==> config.mk <==
export PLATFORM = sky130hd
export DESIGN_NAME = exp_stream_ctrl
export DESIGN_NICKNAME = d
export VERILOG_FILES = /design/src/rtl/exp_stream_ctrl.sv
export SDC_FILE = /design/constraint.sdc
export NUM_CORES = 1
export LEC_CHECK = 0
export ABC_AREA = 1
export BUFFER_PORTS_ARGS = -buffer_cell sky130_fd_sc_hd__clkbuf_2
export CORE_UTILIZATION = 55
export DETAILED_ROUTE_END_ITERATION = 8
export PLACE_DENSITY = 0.78
export RECOVER_POWER = 100
export SYNTH_ARGS = -nofsm -noshare
export SYNTH_HDL_FRONTEND = slang
export SYNTH_SLANG_ARGS = --single-unit
==> constraint.sdc <==
create_clock -name clk -period 2.54 [get_ports clk]
set_input_delay 0.762 -clock clk [delete_from_list [all_inputs] [get_ports clk]]
set_output_delay 0.762 -clock clk [all_outputs]
set_load 0.02 [all_outputs]
==> src/rtl/exp_stream_ctrl.sv <==
`default_nettype none
// ============================================================================
// Module      : exp_stream_ctrl
// Description : Stream controller for the e^x accelerator. It buffers U0.16
//               samples in a small FIFO and issues them one at a time to the
//               engine. Each U2.16 result is presented on a valid/ready
//               stream, and a saturating running sum of the results is kept.
//               Optional macro EXP_TIMEOUT_EN adds a watchdog on the engine
//               wait with a sticky err flag.
// Revision    : 1.0 - initial release
// ============================================================================
module exp_stream_ctrl #(
    parameter int DEPTH   = 4,
    parameter int ACC_W   = 24,
    parameter int TIMEOUT = 64
) (
    input  logic             clk,
    input  logic             rst_n,
    input  logic             in_valid,
    output logic             in_ready,
    input  logic [15:0]      in_x,
    output logic             exp_start,
    output logic [15:0]      exp_x,
    input  logic             exp_done,
    input  logic [1:0]       exp_int,
    input  logic [15:0]      exp_frac,
    output logic             res_valid,
    input  logic             res_ready,
    output logic [17:0]      res_data,
    input  logic             acc_clr,
    output logic [ACC_W-1:0] acc_sum,
    output logic             acc_ovf,
    output logic             busy,
    output logic             err
);

    localparam int               c_ptr_w = $clog2(DEPTH);
    localparam logic [c_ptr_w:0] c_depth = (c_ptr_w + 1)'(DEPTH);

    typedef enum logic [1:0] {
        S_IDLE  = 2'd0,
        S_ISSUE = 2'd1,
        S_WAIT  = 2'd2,
        S_OUT   = 2'd3
    } state_t;

    state_t               r_state;
    state_t               w_state_nxt;
    logic [15:0]          r_mem [DEPTH];
    logic [c_ptr_w-1:0]   r_wr_ptr;
    logic [c_ptr_w-1:0]   r_rd_ptr;
    logic [c_ptr_w:0]     r_count;
    logic                 w_empty;
    logic                 w_full;
    logic                 w_push;
    logic                 w_pop;
    logic                 w_capture;
    logic                 w_timeout;
    logic [15:0]          r_exp_x;
    logic [17:0]          r_res_data;
    logic [ACC_W-1:0]     r_acc_sum;
    logic                 r_acc_ovf;
    logic [ACC_W:0]       w_acc_add;

    assign w_empty   = (r_count == '0);
    assign w_full    = (r_count == c_depth);
    assign w_push    = in_valid && !w_full;
    assign w_pop     = (r_state == S_IDLE) && !w_empty;
    assign w_capture = (r_state == S_WAIT) && exp_done;
    assign w_acc_add = {1'b0, r_acc_sum} + (ACC_W + 1)'({exp_int, exp_frac});

    // FIFO storage; contents need no reset because count gates every read
    always_ff @(posedge clk) begin
        if (w_push) begin
            r_mem[r_wr_ptr] <= in_x;
        end
    end

    // FIFO pointers and occupancy; push and pop in one cycle cancel out
    always_ff @(posedge clk) begin
        if (!rst_n) begin
            r_wr_ptr <= '0;
            r_rd_ptr <= '0;
            r_count  <= '0;
        end else begin
            if (w_push) r_wr_ptr <= r_wr_ptr + 1'b1;
            if (w_pop)  r_rd_ptr <= r_rd_ptr + 1'b1;
            case ({w_push, w_pop})
                2'b10:   r_count <= r_count + 1'b1;
                2'b01:   r_count <= r_count - 1'b1;
                default: r_count <= r_count;
            endcase
        end
    end

    // FSM state register
    always_ff @(posedge clk) begin
        if (!rst_n) r_state <= S_IDLE;
        else        r_state <= w_state_nxt;
    end

    // FSM next-state: a timeout is treated like a completion with a poison result
    always_comb begin
        w_state_nxt = r_state;
        case (r_state)
            S_IDLE:  if (!w_empty) w_state_nxt = S_ISSUE;
            S_ISSUE: w_state_nxt = S_WAIT;
            S_WAIT:  if (w_capture || w_timeout) w_state_nxt = S_OUT;
            S_OUT:   if (res_ready) w_state_nxt = S_IDLE;
            default: w_state_nxt = S_IDLE;
        endcase
    end

    // Operand and result registers; both hold until their next load
    always_ff @(posedge clk) begin
        if (!rst_n) begin
            r_exp_x    <= '0;
            r_res_data <= '0;
        end else begin
            if (w_pop) r_exp_x <= r_mem[r_rd_ptr];
            if (w_capture)      r_res_data <= {exp_int, exp_frac};
            else if (w_timeout) r_res_data <= 18'h3FFFF;
        end
    end

    // Saturating accumulator; a clear beats a same-cycle capture
    always_ff @(posedge clk) begin
        if (!rst_n || acc_clr) begin
            r_acc_sum <= '0;
            r_acc_ovf <= 1'b0;
        end else if (w_capture) begin
            if (w_acc_add[ACC_W]) begin
                r_acc_sum <= '1;
                r_acc_ovf <= 1'b1;
            end else begin
                r_acc_sum <= w_acc_add[ACC_W-1:0];
            end
        end
    end

`ifdef EXP_TIMEOUT_EN
    localparam int               c_tmo_w    = $clog2(TIMEOUT + 1);
    localparam logic [c_tmo_w-1:0] c_tmo_last = c_tmo_w'(TIMEOUT - 1);

    logic [c_tmo_w-1:0] r_tmo_cnt;
    logic               r_err;

    // Expiry fires on the edge that ends the TIMEOUT-th WAIT cycle unless done wins
    assign w_timeout = (r_state == S_WAIT) && !exp_done && (r_tmo_cnt == c_tmo_last);

    // WAIT-cycle counter and sticky error flag
    always_ff @(posedge clk) begin
        if (!rst_n) begin
            r_tmo_cnt <= '0;
            r_err     <= 1'b0;
        end else begin
            if (r_state == S_WAIT) r_tmo_cnt <= r_tmo_cnt + 1'b1;
            else                   r_tmo_cnt <= '0;
            if (w_timeout) r_err <= 1'b1;
        end
    end

    assign err = r_err;
`else
    assign w_timeout = 1'b0;
    assign err       = 1'b0;

    // TIMEOUT only has meaning when the watchdog is built in
    if (TIMEOUT < 1) begin : g_timeout_unused
    end
`endif

    assign in_ready  = !w_full;
    assign exp_start = (r_state == S_ISSUE);
    assign exp_x     = r_exp_x;
    assign res_valid = (r_state == S_OUT);
    assign res_data  = r_res_data;
    assign acc_sum   = r_acc_sum;
    assign acc_ovf   = r_acc_ovf;
    assign busy      = (r_state != S_IDLE) || !w_empty;

endmodule
`default_nettype wire
Word-level counts from Yosys, hierarchy flattened. Memory sizes are Yosys's and may differ from the RTL's. A register that Yosys moved wholly into a read port is not among the register bits. Index checks and enable logic that the tools add are counted.

Register bits after elaboration: 52. RAM bits: 64. Input bits: 40. Output and inout port bits: 64. Word-level logic and storage cells: 45. Memories kept: 1.

Memory list: r_mem (words 4, width 16, rd ports 1, clocked after memory_dff 1, wr ports 1, RTL line 49) `logic [15:0] r_mem [DEPTH];`.

$add $sub $neg: 5. Equal/unequal tests: 9. Mux-type cells: 8. Reduce and logical (&&, ||, !) cells: 15.

Operators by type and width (count): $add 24x18->25 (1); $mux 24 (1); $pmux 2 s4 (1); $eq 2x2->1 const B (3); $mux 2 (3); $pmux 3 s2 (1); $add 2x1->2 const B (2); $eq 2x1->1 const B (2); $logic_not 1->1 (4); $ne 2x2->1 const B (2); $reduce_bool 2->1 (2); $add 3x1->3 const B (1); $eq 3x3->1 const B (1); $logic_and 1x1->1 (3); $logic_not 3->1 (1); $reduce_and 3->1 (1); $sub 3x1->3 const B (1); $logic_not 2->1 (1); $logic_or 1x1->1 (2); $mux 1 (2); $ne 2x1->1 const B (1); $reduce_and 2->1 (1).

Longest topological paths before layout. Gate-level depths: netlist of the first run.

Depth after elaboration: 5. Mapped depth: 14. Depth with buffers taken out: 14.

Worst setup path after synthesis of the first run. OpenSTA, ideal clock, no wires.

Path kind: input to register. Start point: in exp_frac[0]. End point: reg r_acc_sum[11] (netlist: acc_sum[11]). Library setup time: 119 ps. Data arrival time: 2167 ps. Required time: 2421 ps. Setup slack: 254 ps. Stages: 11. Path buffers: 1. Path through: ha_1 > fa_1 > nand2_1 > nand3_1 > nand3_2 > nand2_4 > nand3_4 > nand4_4 > buf_12 > nor2_2 > nor2_2.

Word-level cells in the longest chain between the ends: 2.

Ends and longest elaborated chain: start, declared (RTL line 26) `input logic [15:0] exp_frac,`; $add 24x18->25 (RTL line 70) `assign w_acc_add = {1'b0, r_acc_sum} + (ACC_W + 1)'({exp_int, exp_frac});`; $mux 24 (RTL line 132) `if (w_acc_add[ACC_W]) begin`; end signal, assigned (RTL line 136) `r_acc_sum <= w_acc_add[ACC_W-1:0];`; end, declared (RTL line 61) `logic [ACC_W-1:0] r_acc_sum;`.

No other way between the ends. A chain may end at the register's enable or synchronous reset.

Worst setup path in the final report of the first run.
Start point: reg r_state[0]. End point: out busy.

Word-level cells in the longest chain between the ends: 2.

Ends and longest elaborated chain: start, declared (RTL line 47) `state_t r_state;`; start signal, assigned (RTL line 99) `else r_state <= w_state_nxt;`; $reduce_bool 2->1 (RTL line 180) `assign busy = (r_state != S_IDLE) || !w_empty;`; $logic_or 1x1->1 (RTL line 180); end, declared (RTL line 33) `output logic busy,`.

No other way between the ends.

==> results of run 1 <==
==> power groups by stage <==
stage / combinational (uW) / sequential [uW] / clock (uW)
2_1_floorplan: 1230 / 2990 / 0
3_3_place_gp: 1990 / 2780 / 0
3_5_place_dp: 2070 / 2800 / 0
4_1_cts: 2090 / 2760 / 2450
5_1_grt: 2250 / 2800 / 2540
6_report: 2000 / 2760 / 2430
==> worst max-delay path, cell delays in order (launching register included) <==
cell      delay (ns)
dfxtp_1         0.36
inv_1           0.10
ha_1            0.24
nand4_1         0.13
clkbuf_1        0.25
==> cells by family (layout without fill, tap and decap cells) <==
family,Yosys count,after routing,share of synthesized area (%)
other,1,1,0.0582
adder cells (fa/ha/maj),30,30,6.06
XOR/XNOR,11,11,1.50
AND/OR/NAND/NOR,328,328,22.3
buffers and inverters,108,235,6.70
AO/OA/AOI/OAI,149,149,12.4
flip-flops,132,132,51.0
==> state kept, by name, indices dropped and copies added, names as in the netlist <==
register / flops
r_wr_ptr: 2
r_mem: 64
acc_ovf: 1
exp_x: 16
r_state: 2
r_rd_ptr: 2
res_data: 18
acc_sum: 24
r_count: 3
==> layer usage <==
layer	global-route usage (%)	vias up	wire (um)
met1	34.9	2534	6800
met3	6.94	26	1270
met5	0	-	0
met4	9.49	0	276
met2	44.6	238	7200
li1	-	2729	-
==> cell usage after synthesis, types with 2 or more instances <==
cell type    n  share of area [%]
nor2_1     143                8.3
nand2_1    113                6.6
o21ai_0     90                7.0
inv_1       78                4.5
dfxtp_1     68                 21
edfxtp_1    64                 30
a21oi_1     33                2.6
ha_1        28                5.4
nand3_1     24                1.9
clkbuf_1    19                1.1
nor2_2      18                1.7
a31oi_1     16                1.6
xnor2_1      8                1.1
nand2_2      7               0.68
nand4_1      6               0.58
buf_2        5               0.39
o21ai_2      4               0.54
nand3_2      3               0.47
nor2_4       3               0.52
nor3_1       3               0.23
xor2_1       3               0.41
clkinv_1     2               0.12
fa_1         2               0.62
inv_2        2               0.12
nand3b_1     2               0.23
==> placed cells by master, fill, tap and decap left out, drive strengths merged, types with 3 or more instances in the layout <==
master  netlist  layout
nor3          3       3
a21oi        34      34
xor2          3       3
a31oi        16      16
nand3        28      28
dfxtp        68      68
clkbuf       19     130
edfxtp       64      64
nor2        164     164
nand4         7       7
nand2       121     121
inv          80      85
clkinv        2       9
ha           28      28
buf           7       9
xnor2         8       8
o21ai        95      95
==> through the flow <==
step | instances | worst slack (ns) | utilization, % | total power (uW) | hold slack, ns
2_1_floorplan | 759 | 0.254 | - | 4220 | 0.471
4_1_cts | 1029 | 0.348 | 67.8 | 7310 | 0.462
3_5_place_dp | 997 | 0.0607 | 62.6 | 4870 | 0.449
5_1_grt | 1029 | 0.139 | 66.3 | 7600 | 0.497
6_report | 1029 | 0.283 | 66.3 | 7190 | 0.457
3_3_place_gp | 997 | 0.103 | 62.6 | 4770 | 0.443
==> area by class of cell <==
class                      instances  share of cell area [%]
clock buffer                      18                    5.80
timing repair buffer             121                    6.92
sequential                       132                    43.4
inverter                          82                    4.06
multi-input combinational        519                    35.5
tap                              143                    2.36
clock inverter                    14                    2.00
==> worst min-delay path by stage <==
stage,start,to,cells past startpoint
finish,acc_ovf,acc_ovf,2
global route,acc_ovf,acc_ovf,2
CTS,acc_ovf,acc_ovf,2
detailed placement,acc_ovf,acc_ovf,2
global placement,acc_ovf,acc_ovf,2
floorplan,r_count[2],r_count[2],2
==> impl_metrics.env, run 1 <==
export IMPL_core_area_sq_um=11400
export IMPL_antenna_left=0
export IMPL_cts_path_max_buffers=2
export IMPL_rsz0062_at_grt="no"
export IMPL_r2r_end="r_mem[3][9]"
export IMPL_async_flop_share_pct=0
export IMPL_peakVddDrop_mv=0.660
export IMPL_synth_nets=829
export IMPL_grt_pass1_wl_um=24700
export IMPL_seqPwrFrac_pct=38.4
export IMPL_ctsHoldBuffers=0
export IMPL_die_x_um=110
export IMPL_clock_sinks=132
export IMPL_required_ns=1.78
export IMPL_design_area_sq_um=7570
export IMPL_ys_ff_latch=132
export IMPL_hpwl_um=10700
export IMPL_grt_pass1_vias=5234
export IMPL_synthCells=759
export IMPL_drive_gt1_share_pct=11.1
export IMPL_ios=104
export IMPL_vias=5527
export IMPL_hp_class="reg2reg"
export IMPL_r2r_cells=5
export IMPL_synth_seq_area_share_pct=51.0
export IMPL_crit_arrival_ns=1.49
export IMPL_combPwrFrac_pct=27.8
export IMPL_fin_setup_tns_ns=0
export IMPL_ys_flop_type="dfxtp_1"
export IMPL_critPathCapture="busy"
export IMPL_avgSynthCellArea_sq_um=8.48
export IMPL_start_kind="flip-flop"
export IMPL_diodes=0
export IMPL_postCtsSetupBuffers=0
export IMPL_crit_type="reg2out"
export IMPL_port_buffer_count=102
export IMPL_drc=0
export IMPL_num_fill_cells=966
export IMPL_drv_slew=0
export IMPL_multi_input_area_sq_um=2690
export IMPL_yosysWarnings=0
export IMPL_netSwitchingFraction_pct=35.3
export IMPL_overflow=0
export IMPL_viasPerCell=5.37
export IMPL_slew_headroom_pct=29.4
export IMPL_cts_htree_levels=4
export IMPL_cts_tree="built"
export IMPL_routedWlPerCell_um=15.1
export IMPL_dieArea_sq_um=12100
export IMPL_critPathCaptureType="output port"
export IMPL_clockRootBuffer="clkbuf_16"
export IMPL_max_freq_mhz=443
export IMPL_clock_skew_ns=0.0104
export IMPL_fp_dieH_um=110
export IMPL_grt_max_degree=42
export IMPL_synth_edff_count=64
export IMPL_grt_use_total_pct=27.2
export IMPL_switchingPower_uw=2540
export IMPL_synth_distinct_cells=40
export IMPL_cts_resized=0
export IMPL_drt_iter0_drc=400
export IMPL_fin_crit_sh_pct=88.9
export IMPL_hold_viol_final=0
export IMPL_antenna_found_initial=0
export IMPL_startpoint="r_state[0]"
export IMPL_nets=943
export IMPL_gp_congestion=0.973
export IMPL_rows=39
export IMPL_p_per_area_nw_per_um2=950
export IMPL_dpl_cell_area_sq_um=7150
export IMPL_cts_clk_slew_worst_paths_ns=0.06
export IMPL_setup_viol=0
export IMPL_syn2layout_area_growth_pct=17.6
export IMPL_cts_made_buffers=17
export IMPL_worst_pin_slew_ns=1.06
export IMPL_clk_latency_ns=0.42
export IMPL_rr_startpoint="r_count[1]"
export IMPL_crit_fanout=4
export IMPL_internal_power_uw=4660
export IMPL_clockPowerShare_pct=33.8
export IMPL_drv_cap=0
export IMPL_drt_total_wl_um=15500
export IMPL_dr_pass1_iters=5
export IMPL_r2r_slack_ns=0.41
export IMPL_status="complete, no violations"
export IMPL_p_leak_uw=0.00320
export IMPL_seq_area_sq_um=3280
export IMPL_start_util_pct=56.4
export IMPL_syn_area_sq_um=6440
export IMPL_min_period_ns=2.26
Note: power is estimated with default switching activity, not from simulation.
==> inputs of run 2 (changes only) <==
==> constraint.sdc (replaced) <==
create_clock -name clk -period 2.54 [get_ports clk]
set_input_delay 0.381 -clock clk [delete_from_list [all_inputs] [get_ports clk]]
set_output_delay 0.381 -clock clk [all_outputs]
set_load 0.02 [all_outputs]
==> impl_metrics.env, run 2 (synthesis results as in run 1) <==
export IMPL_overflow=0
export IMPL_routedWlPerCell_um=15.5
export IMPL_cts_resized=0
export IMPL_antenna_left=0
export IMPL_route_met3_wl_um=1170
export IMPL_path_buf_inv=1
export IMPL_r2r_end="acc_sum[9]"
export IMPL_setup_viol=0
export IMPL_clk_latency_ns=0.41
export IMPL_core_area_sq_um=11400
export IMPL_viasPerCell=5.38
export IMPL_cts_tree="built"
export IMPL_p_leak_uw=0.00316
export IMPL_clock_skew_ns=0.00716
export IMPL_start_kind="flip-flop"
export IMPL_p_per_area_nw_per_um2=941
export IMPL_hpwl_um=10900
export IMPL_drc=0
export IMPL_slew_headroom_pct=25.4
export IMPL_peakVddDrop_mv=0.591
export IMPL_worst_slack_ns=0.284
export IMPL_crit_fanout=8
export IMPL_wl_met1_um=6950
export IMPL_nets=938
export IMPL_grt_pass1_vias=5219
export IMPL_cp_common_cell="nand3_1"
export IMPL_status="complete, no violations"
export IMPL_hold_viol_final=0
export IMPL_required_ns=2.82
export IMPL_syn2layout_area_growth_pct=16.4
export IMPL_clock_sinks=132
export IMPL_die_x_um=110
export IMPL_clockRootBuffer="clkbuf_16"
export IMPL_fin_setup_tns_ns=0
export IMPL_drt_total_wl_um=15800
export IMPL_start_util_pct=56.4
export IMPL_critPathCaptureType="flip-flop"
export IMPL_drv_cap=0
export IMPL_antenna_found_initial=0
export IMPL_drv_slew=0
export IMPL_worst_pin_slew_ns=1.12
export IMPL_worstSetupPathDepth=10
export IMPL_gp_congestion=0.921
export IMPL_num_fill_cells=970
export IMPL_cp_top_family="simple AND/OR/NAND/NOR gates"
export IMPL_rr_startpoint="acc_sum[0]"
export IMPL_mostFrequentLayoutCells="nor2_1 (146), nand2_1 (114), o21ai_0 (94)"
export IMPL_r2r_cells=10
export IMPL_crit_chain="ha_1 > fa_1 > nand2_1 > nand3_1 > nand3_1 > nand2_4 > nand3_1 > nand4_4 > inv_1 > a21oi_1"
export IMPL_critPathCapture="acc_sum[9]"
export IMPL_cts_clk_slew_worst_paths_ns=0.06
export IMPL_grt_max_degree=42
export IMPL_place_ws_ns=0.285
export IMPL_cts_htree_levels=4
export IMPL_ctsHoldBuffers=0
export IMPL_dieArea_sq_um=12100
export IMPL_ios=104
export IMPL_crit_type="reg2reg"
export IMPL_vias=5514
export IMPL_largest_register="r_mem"
export IMPL_hp_class="in2reg"
export IMPL_power_uw=7050
export IMPL_rsz0062_at_grt="no"
export IMPL_drive_gt1_share_pct=10.3
export IMPL_max_stage_delay_ns=0.45
export IMPL_fin_crit_sh_pct=88.8
export IMPL_port_buffer_count=102
export IMPL_crit_arrival_ns=2.53
export IMPL_final_util_pct=65.6
export IMPL_cts_path_max_buffers=2
export IMPL_min_period_ns=2.26
export IMPL_startpoint="acc_sum[0]"
export IMPL_final_common_cell="nor2_1"
export IMPL_dr_pass1_iters=5
export IMPL_cts_made_buffers=17
export IMPL_wl_met2_um=7490
export IMPL_r2r_slack_ns=0.28
export IMPL_rows=39
export IMPL_diodes=0
export IMPL_postCtsSetupBuffers=0
export IMPL_max_freq_mhz=443
export IMPL_top_layer="met4"
export IMPL_grt_use_total_pct=27.0
export IMPL_drt_iter0_drc=420
export IMPL_grt_pass1_wl_um=24500
export IMPL_largest_register_ffs=64
export IMPL_fp_dieH_um=110
export IMPL_slowest_stage="fa_1"
==> run 2: power breakdown <==
part	switching, uW	internal [uW]	total (uW)	leakage [uW]
clock network	951	1360	2310	0.000274
logic	1410	565	1970	0.00175
registers	166	2600	2760	0.00114
==> run 2: final cells by class <==
class	instances	area, sq um	share of cell area [%]
well taps	143	179	2.39
inverters	82	308	4.11
repair buffers	116	485	6.48
flip-flops and latches	132	3280	43.8
multi-input cells	519	2680	35.8
clock buffers	19	433	5.78
clock inverters	13	125	1.67
==> run 2: how the worst min path moves through the flow <==
stage	start	to	slack [ns]	cells past startpoint
2_1_floorplan	r_count[2]	r_count[2]	0.47	2
3_3_place_gp	acc_ovf	acc_ovf	0.44	2
6_report	in_x[9]	r_mem[1][9]	0.22	1
5_1_grt	in_x[0]	r_mem[3][0]	0.22	1
3_5_place_dp	acc_ovf	acc_ovf	0.45	2
4_1_cts	in_x[9]	r_mem[0][9]	0.17	1
==> run 2: metal layers <==
metal	vias to the layer above	track usage, %
li1	2717	-
met1	2578	34.8
met2	200	44.1
met3	19	6.94
met4	0	9.77
met5	-	0
==> run 2: per-stage QoR <==
stage,std cells,cell area (sq um),hold slack (ns)
after global routing,1024,7490,0.219
after floorplan,759,6440,0.471
after detailed placement,992,7110,0.450
after CTS,1024,7670,0.172
final,1024,7490,0.221
after global placement,992,7110,0.439
